===== config.mk =====
export PLATFORM = sky130hd
export DESIGN_NAME = note_dispatcher
export DESIGN_NICKNAME = d
export VERILOG_FILES = /design/src/rtl/note_dispatcher_pkg.sv /design/src/rtl/note_fifo.sv /design/src/rtl/note_dispatcher.sv
export SDC_FILE = /design/constraint.sdc
export NUM_CORES = 1
export LEC_CHECK = 0
export ABC_AREA = 0
export BUFFER_PORTS_ARGS = -buffer_cell sky130_fd_sc_hd__buf_2
export CORE_UTILIZATION = 45
export DETAILED_ROUTE_END_ITERATION = 7
export GPL_TIMING_DRIVEN = 0
export PLACE_DENSITY = 0.71
export SLEW_MARGIN = 20
export SYNTH_ARGS = -nofsm -noshare
export SYNTH_HDL_FRONTEND = slang
export SYNTH_SLANG_ARGS = --single-unit

===== constraint.sdc =====
create_clock -name CLK -period 7.9 [get_ports CLK]
set_input_delay 1.58 -clock CLK [delete_from_list [all_inputs] [get_ports CLK]]
set_output_delay 1.58 -clock CLK [all_outputs]
set_load 0.01 [all_outputs]

===== src/rtl/note_dispatcher_pkg.sv =====
`default_nettype none
// ============================================================================
//  Module   : note_dispatcher_pkg
//  Purpose  : Shared slot-state encodings and note constants for the note
//             dispatcher and its pending-note queue.
//  Revision : 1.0  initial release
// ============================================================================
package note_dispatcher_pkg;

   // Slot lifecycle reported by each note-display slot
   typedef enum logic [1:0] {
      SLOT_IDLE   = 2'b00,
      SLOT_READY  = 2'b01,
      SLOT_MOVING = 2'b10,
      SLOT_HIT    = 2'b11
   } slot_state_e;

   // Note code meaning "nothing requested"
   localparam int NO_NOTE = 0;

   // Fold an index that may have run one lap past the slot count back into range
   function automatic int wrap_index(input int idx, input int n);
      return (idx >= n) ? idx - n : idx;
   endfunction

endpackage
`default_nettype wire


===== src/rtl/note_fifo.sv =====
`default_nettype none
// ============================================================================
//  Module   : note_fifo
//  Purpose  : Pending-note queue. DEPTH must be a power of two (>= 2) so the
//             pointers wrap naturally. A push on a full queue is accepted
//             when a pop happens on the same edge.
//  Revision : 1.0  initial release
// ============================================================================
module note_fifo #(
   parameter int WIDTH = 3,
   parameter int DEPTH = 4,
   localparam int CNT_W = $clog2(DEPTH + 1),
   localparam int PTR_W = $clog2(DEPTH)
) (
   input  logic             clk,
   input  logic             rst_n,
   input  logic             push,
   input  logic             pop,
   input  logic [WIDTH-1:0] din,
   output logic [WIDTH-1:0] dout,
   output logic             full,
   output logic             empty,
   output logic [CNT_W-1:0] count
);

   logic [WIDTH-1:0] mem_q [DEPTH];
   logic [PTR_W-1:0] wr_ptr_q, wr_ptr_d;
   logic [PTR_W-1:0] rd_ptr_q, rd_ptr_d;
   logic [CNT_W-1:0] count_q, count_d;
   logic             do_push, do_pop;

   assign full  = (count_q == CNT_W'(DEPTH));
   assign empty = (count_q == '0);
   assign dout  = mem_q[rd_ptr_q];
   assign count = count_q;

   // Qualify push/pop and compute next pointers and occupancy
   always_comb begin
      do_pop   = pop & ~empty;
      do_push  = push & (~full | do_pop);
      wr_ptr_d = do_push ? wr_ptr_q + PTR_W'(1) : wr_ptr_q;
      rd_ptr_d = do_pop  ? rd_ptr_q + PTR_W'(1) : rd_ptr_q;
      count_d  = count_q;
      if (do_push && !do_pop) count_d = count_q + CNT_W'(1);
      if (do_pop && !do_push) count_d = count_q - CNT_W'(1);
   end

   // Pointer and occupancy registers; reset discards all queued entries
   always_ff @(negedge clk) begin
      if (!rst_n) begin
         wr_ptr_q <= '0;
         rd_ptr_q <= '0;
         count_q  <= '0;
      end else begin
         wr_ptr_q <= wr_ptr_d;
         rd_ptr_q <= rd_ptr_d;
         count_q  <= count_d;
      end
   end

   // Storage array; contents are don't-care while the queue is empty
   always_ff @(negedge clk) begin
      if (do_push) mem_q[wr_ptr_q] <= din;
   end

endmodule
`default_nettype wire


===== src/rtl/note_dispatcher.sv =====
`default_nettype none
// ============================================================================
//  Module   : note_dispatcher
//  Purpose  : Routes incoming note codes to free note-display slots, queueing
//             notes when every slot is busy and dropping them when the queue
//             is also full. Slot choice is lowest-index or round-robin.
//  Revision : 1.0  initial release
// ============================================================================
module note_dispatcher
   import note_dispatcher_pkg::*;
#(
   parameter int NUM_SLOTS  = 15,
   parameter int SEQ_W      = 3,
   parameter int STATE_W    = 2,
   parameter int FIFO_DEPTH = 4,
   parameter int RR_MODE    = 0,
   localparam int CNT_W     = $clog2(FIFO_DEPTH + 1)
) (
   input  logic                         CLK,
   input  logic                         RST_N,
   input  logic [SEQ_W-1:0]             seq_in,
   input  logic [NUM_SLOTS*STATE_W-1:0] slot_state,
   output logic [NUM_SLOTS*SEQ_W-1:0]   seq_out,
   output logic [NUM_SLOTS-1:0]         start,
   output logic [CNT_W-1:0]             pending,
   output logic                         overflow,
   output logic [15:0]                  drop_count
);

   localparam int IDX_W = (NUM_SLOTS > 1) ? $clog2(NUM_SLOTS) : 1;
   localparam logic [IDX_W-1:0]   LAST_RST = IDX_W'(NUM_SLOTS - 1);
   // Any state at or above this value has its MSB set, i.e. the slot is busy
   localparam logic [STATE_W-1:0] BUSY_MIN = {1'b1, {(STATE_W-1){1'b0}}};

   logic [NUM_SLOTS-1:0]       start_q, start_d;
   logic [NUM_SLOTS*SEQ_W-1:0] seq_out_q, seq_out_d;
   logic                       overflow_q, overflow_d;
   logic [15:0]                drop_count_q, drop_count_d;
   logic [IDX_W-1:0]           last_q, last_d;

   logic [NUM_SLOTS-1:0]       slot_free;
   logic                       sel_found;
   logic [IDX_W-1:0]           sel_idx;
   logic                       seq_nz, bypass, dispatch, drop;
   logic [SEQ_W-1:0]           disp_code;
   logic                       fifo_push, fifo_pop, fifo_full, fifo_empty;
   logic [SEQ_W-1:0]           fifo_dout;

   // A slot that pulsed start on the previous edge is held off because its
   // reported state has not caught up yet; start_q doubles as the hold-off mask.
   for (genvar i = 0; i < NUM_SLOTS; i++) begin : g_free
      assign slot_free[i] = (slot_state[i*STATE_W +: STATE_W] < BUSY_MIN) & ~start_q[i];
   end

   // Pick one free slot, scanning from 0 or from just past the last dispatch
   always_comb begin
      int base;
      int pos;
      logic [IDX_W-1:0] pos_idx;
      sel_found = 1'b0;
      sel_idx   = '0;
      pos       = 0;
      pos_idx   = '0;
      base      = (RR_MODE != 0) ? wrap_index(int'(last_q) + 1, NUM_SLOTS) : 0;
      for (int k = 0; k < NUM_SLOTS; k++) begin
         pos     = wrap_index(base + k, NUM_SLOTS);
         pos_idx = IDX_W'(pos);
         if (!sel_found && slot_free[pos_idx]) begin
            sel_found = 1'b1;
            sel_idx   = pos_idx;
         end
      end
   end

   // Decide between bypass, queue pop, push and drop; build next outputs
   always_comb begin
      seq_nz       = (seq_in != SEQ_W'(NO_NOTE));
      fifo_pop     = sel_found & ~fifo_empty;
      bypass       = sel_found & fifo_empty & seq_nz;
      fifo_push    = seq_nz & ~bypass;
      dispatch     = fifo_pop | bypass;
      disp_code    = fifo_empty ? seq_in : fifo_dout;
      drop         = fifo_push & fifo_full & ~fifo_pop;
      start_d      = '0;
      seq_out_d    = '0;
      if (dispatch) begin
         start_d[sel_idx]                         = 1'b1;
         seq_out_d[int'(sel_idx)*SEQ_W +: SEQ_W]  = disp_code;
      end
      last_d       = dispatch ? sel_idx : last_q;
      overflow_d   = drop;
      drop_count_d = (drop && (drop_count_q != 16'hFFFF)) ? drop_count_q + 16'd1 : drop_count_q;
   end

   // Register all outputs and the round-robin pointer on the falling edge
   always_ff @(negedge CLK) begin
      if (!RST_N) begin
         start_q      <= '0;
         seq_out_q    <= '0;
         overflow_q   <= 1'b0;
         drop_count_q <= '0;
         last_q       <= LAST_RST;
      end else begin
         start_q      <= start_d;
         seq_out_q    <= seq_out_d;
         overflow_q   <= overflow_d;
         drop_count_q <= drop_count_d;
         last_q       <= last_d;
      end
   end

   note_fifo #(
      .WIDTH (SEQ_W),
      .DEPTH (FIFO_DEPTH)
   ) u_fifo (
      .clk   (CLK),
      .rst_n (RST_N),
      .push  (fifo_push),
      .pop   (fifo_pop),
      .din   (seq_in),
      .dout  (fifo_dout),
      .full  (fifo_full),
      .empty (fifo_empty),
      .count (pending)
   );

   assign start      = start_q;
   assign seq_out    = seq_out_q;
   assign overflow   = overflow_q;
   assign drop_count = drop_count_q;

endmodule
`default_nettype wire


==> impl_metrics.csv <==
group,metric,value,unit
yosys,syn_area,4004,um2
yosys,post_synth_num_cell_types,49,
clock_network,clkSinkCount,98,
pwr,pwr-share-seq,44.7,%
setup_path,endpoint_kind,"register",
pwr,peakVddDrop,0.0001034,V
grt,grt_max_degree,20,
clock_network,h-tree-depth,3,
detailed_routing,dr.pass1.iters,5,
clock_network,clk_path_buf_depth,2,
pwr,p_sw_share,35.45,%
setup_path,cpPeakStageDelay,0.37,ns
detailed_routing,wirelength,10.37,mm
sta,slew-limit-headroom,46.30,%
setup_path,crit_path_end,"seq_out[8]",
place,routabilityCongestion,0.9039,
sta,hold_viol,0,
final_layout,n_antenna_cell,0,
min_path,hp-start,"drop_count[15]",
pwr,internal_power,0.0007429,W
detailed_routing,wl_per_cell,14.31,um
floorplan,rows,34,
yosys,syn_area_per_cell,9.910,um2
status,status,"finished, final reports clean",
yosys,synth_edf_count,12,
clock_network,clk_pin_slew,0.04,ns
floorplan,die_w,96.33,um
grt,grt_pass1_wl,16.25,mm
sta,setup_violations,0,
clock_network,cts_made_buffers,9,
final_layout,syn_to_final_growth,32.25,%
detailed_routing,drtAntennaViolNets,0,
pwr,clkPwrFrac,46.0,%
clock_network,tritoncts,"yes",
sta,rsz0062_at_grt,"no",
clock_network,clockRootBuffer,"clkbuf_8",
floorplan,start_util,46.14,%
setup_path,r2r_cells,11,
setup_path,crit_slowest_cell,"xnor2_2",
setup_path,crit_chain,"buf_2 -> o22ai_1 -> or2_2 -> clkbuf_4 -> or3_1 -> clkbuf_2 -> or2_4 -> and2_4 -> ha_4 -> xnor2_2 -> clkbuf_8 -> nor3_1",
sta,worst_pin_slew,0.7994,ns
setup_path,cp-startpoint,"slot_state[9]",
yosys,ys_ff_latch,98,
setup_path,required,4.23,ns
grt,overflow,0,
setup_path,crit_type,"in2reg",
yosys,synthArstFlopShare,0,%
yosys,ys.flop_type,"dfxtp_1",
clock_network,postCtsHoldBufs,0,
setup_path,start_kind,"primary input",
setup_path,reg2reg_setup_slack,4.87,ns
setup_path,worst-path-max-fanout,10,
detailed_routing,drt-initial-drc-count,202,
place,numPortBuffers,99,
pwr,power.switching,0.0004079,W
detailed_routing,vias_per_cell,5.368,
grt,grt_usage,23.10,%
yosys,yosysWarnings,0,
detailed_routing,drc,0,
detailed_routing,vias,3892,
floorplan,core,8678,um2
pwr,p_leak,2.508,nW
setup_path,crit_arrival,4.14,ns
pwr,p_comb_share,9.3,%
final_layout,layout-drive-gt1-share,23.18,%
place,dp_hpwl,7.282,mm
floorplan,dieArea,9279,um2
final_layout,postLayoutCoreUtil,61.02,%
pwr,finalPower,0.001151,W
yosys,syn-num-nets,449,
grt,grt_pass1_vias,3760,
floorplan,io-pin-count,115,
setup_path,r2r_start,"start[4]",
clock_network,clk_latency,0.45,ns
flow_run,maxCapViolations,0,
min_path,hold_path.class,"reg2reg",
sta,finalClockSkew,0.04391,ns
yosys,syn-instance-count,404,
sta,slew_violations,0,
pwr,p_per_area,217.3,nW/um2
floorplan,die_h,96.33,um
final_layout,num-nets-final,657,
yosys,ys_seq_area_share,52.00,%
grt,antenna_found_initial,0,
setup_path,r2r_end,"seq_out[8]",
sta,hold_ws,0.4950,ns
final_layout,fillers,780,
[placed cells by master (no fill, tap or decap), types with 3 or more instances in the layout]
cell type and count:
nand3_1 9, o21ai_0 7, clkbuf_1 10, nand2b_1 4, or3_1 10, nand2_1 20
nor2_1 28, mux2i_1 9, a21oi_1 16, o22a_1 3, or4_1 10, o211ai_1 9
o22ai_1 6, nor4_1 17, mux4_2 4, or2_2 3, o32a_1 4, buf_2 101
inv_8 4, nand4_1 6, clkbuf_8 11, nor3_1 40, and2_1 17, clkbuf_2 3
edfxtp_1 12, ha_1 8, o2111ai_1 3, dfxtp_1 86, o31ai_1 8, a311oi_1 4
inv_1 108
[power by group through the flow]
stage,clock (W),sequential [W],combinational [W]
2_1_floorplan,0.0000757,0.000525,0.0000664
3_3_place_gp,0.0000757,0.000522,0.0000988
3_5_place_dp,0.0000757,0.000522,0.000101
5_1_grt,0.000611,0.000513,0.000117
4_1_cts,0.000548,0.000514,0.000102
6_report,0.000530,0.000514,0.000107
[stage by stage]
step | instances | setup TNS (ns) | instance area (um2) | setup slack, ns
4_1_cts | 724 | 0 | 5261 | 0.01578
5_1_grt | 725 | 0 | 5295 | 0.001440
2_1_floorplan | 404 | 0 | 4055 | 0.06243
6_report | 725 | 0 | 5295 | 0.09157
3_5_place_dp | 611 | -12.61 | 4686 | -0.5167
3_3_place_gp | 611 | -11.12 | 4686 | -0.4158
[kinds of logic after synthesis]
family / synth area share [%]
AND/OR/NAND/NOR: 22.56
XOR/XNOR: 0.6564
adder cells (fa/ha/maj): 3.313
flip-flops: 52.00
AO/OA/AOI/OAI: 13.63
buffers and inverters: 3.344
multiplexers: 4.500
[cell usage after synthesis (2+ instances only)]
cell | n | area, um2
dfxtp_1 | 86 | 1722
nor3_1 | 40 | 200.2
nor2_1 | 28 | 105.1
nand2_1 | 20 | 75.07
and2_1 | 18 | 112.6
clkbuf_1 | 17 | 63.81
nor4_1 | 17 | 106.4
a21oi_1 | 16 | 80.08
edfxtp_1 | 12 | 360.4
inv_1 | 11 | 41.29
or3_1 | 10 | 62.56
or4_1 | 10 | 75.07
ha_1 | 9 | 112.6
mux2i_1 | 9 | 90.09
nand3_1 | 9 | 45.04
o211ai_1 | 9 | 67.56
o31ai_1 | 8 | 60.06
o21ai_0 | 7 | 35.03
o22ai_1 | 7 | 43.79
nand4_1 | 6 | 37.54
a311oi_1 | 4 | 35.03
mux4_2 | 4 | 90.09
nand2b_1 | 4 | 25.02
o32a_1 | 4 | 40.04
or2_2 | 4 | 25.02
o2111ai_1 | 3 | 26.28
o22a_1 | 3 | 26.28
xnor2_1 | 3 | 26.28
a22oi_1 | 2 | 15.01
and3_1 | 2 | 12.51
buf_2 | 2 | 10.01
o311ai_0 | 2 | 17.52
o41ai_1 | 2 | 17.52
[worst max-delay path, delay by kind of cell]
family                     cells  cell delay [ns]
buffers and inverters          4             0.69
and+or+nand+nor                5             1.19
xor gates and xnor gates       1             0.37
adders and majority gates      1             0.18
AOI/OAI and AO/OA              1             0.12
[what timing repair did]
| action | CTS | global route |
|---|---|---|
| buffers inserted | 0 | 1 |
| resized for setup | 1 | 9 |
| pin swaps | 0 | 3 |
| setup endpoints to repair | 1 | 36 |
[state kept, by name (all words and copies together), names as in the netlist, named ones only]
signal           flops
u_fifo.count         3
u_fifo.wr_ptr_q      2
seq_out             45
u_fifo.rd_ptr_q      2
start               15
u_fifo.mem_q        12
overflow             1
drop_count          16
[routing by layer]
metal  global-route usage [%]  routed length (um)  vias to the layer above
li1                         -                   -                     1937
met1                    26.86                4562                     1818
met2                    36.29                4959                      123
met3                    9.163                 697                       14
met4                    12.75                 152                        0
met5                        0                   0                        -
[worst min-delay path by stage]
stage / to / slack (ns) / cells past startpoint
after floorplan: u_fifo.wr_ptr_q[1] / 0.48 / 2
after global placement: drop_count[11] / 0.48 / 2
after detailed placement: drop_count[11] / 0.49 / 2
after CTS: drop_count[15] / 0.50 / 2
after global routing: drop_count[15] / 0.53 / 2
final: drop_count[15] / 0.49 / 2
[area by class of cell]
class / count / area (um2) / share of cell area [%]
clock buffer: 9 / 123.9 / 2.339
multi-input combinational: 273 / 1832 / 34.59
inverter: 11 / 45.04 / 0.8507
tap: 108 / 135.1 / 2.552
buffer: 21 / 120.1 / 2.268
sequential: 98 / 2082 / 39.32
clock inverter: 105 / 454.2 / 8.578
timing repair buffer: 100 / 503.0 / 9.499
Note: power is estimated with default switching activity, not from simulation.
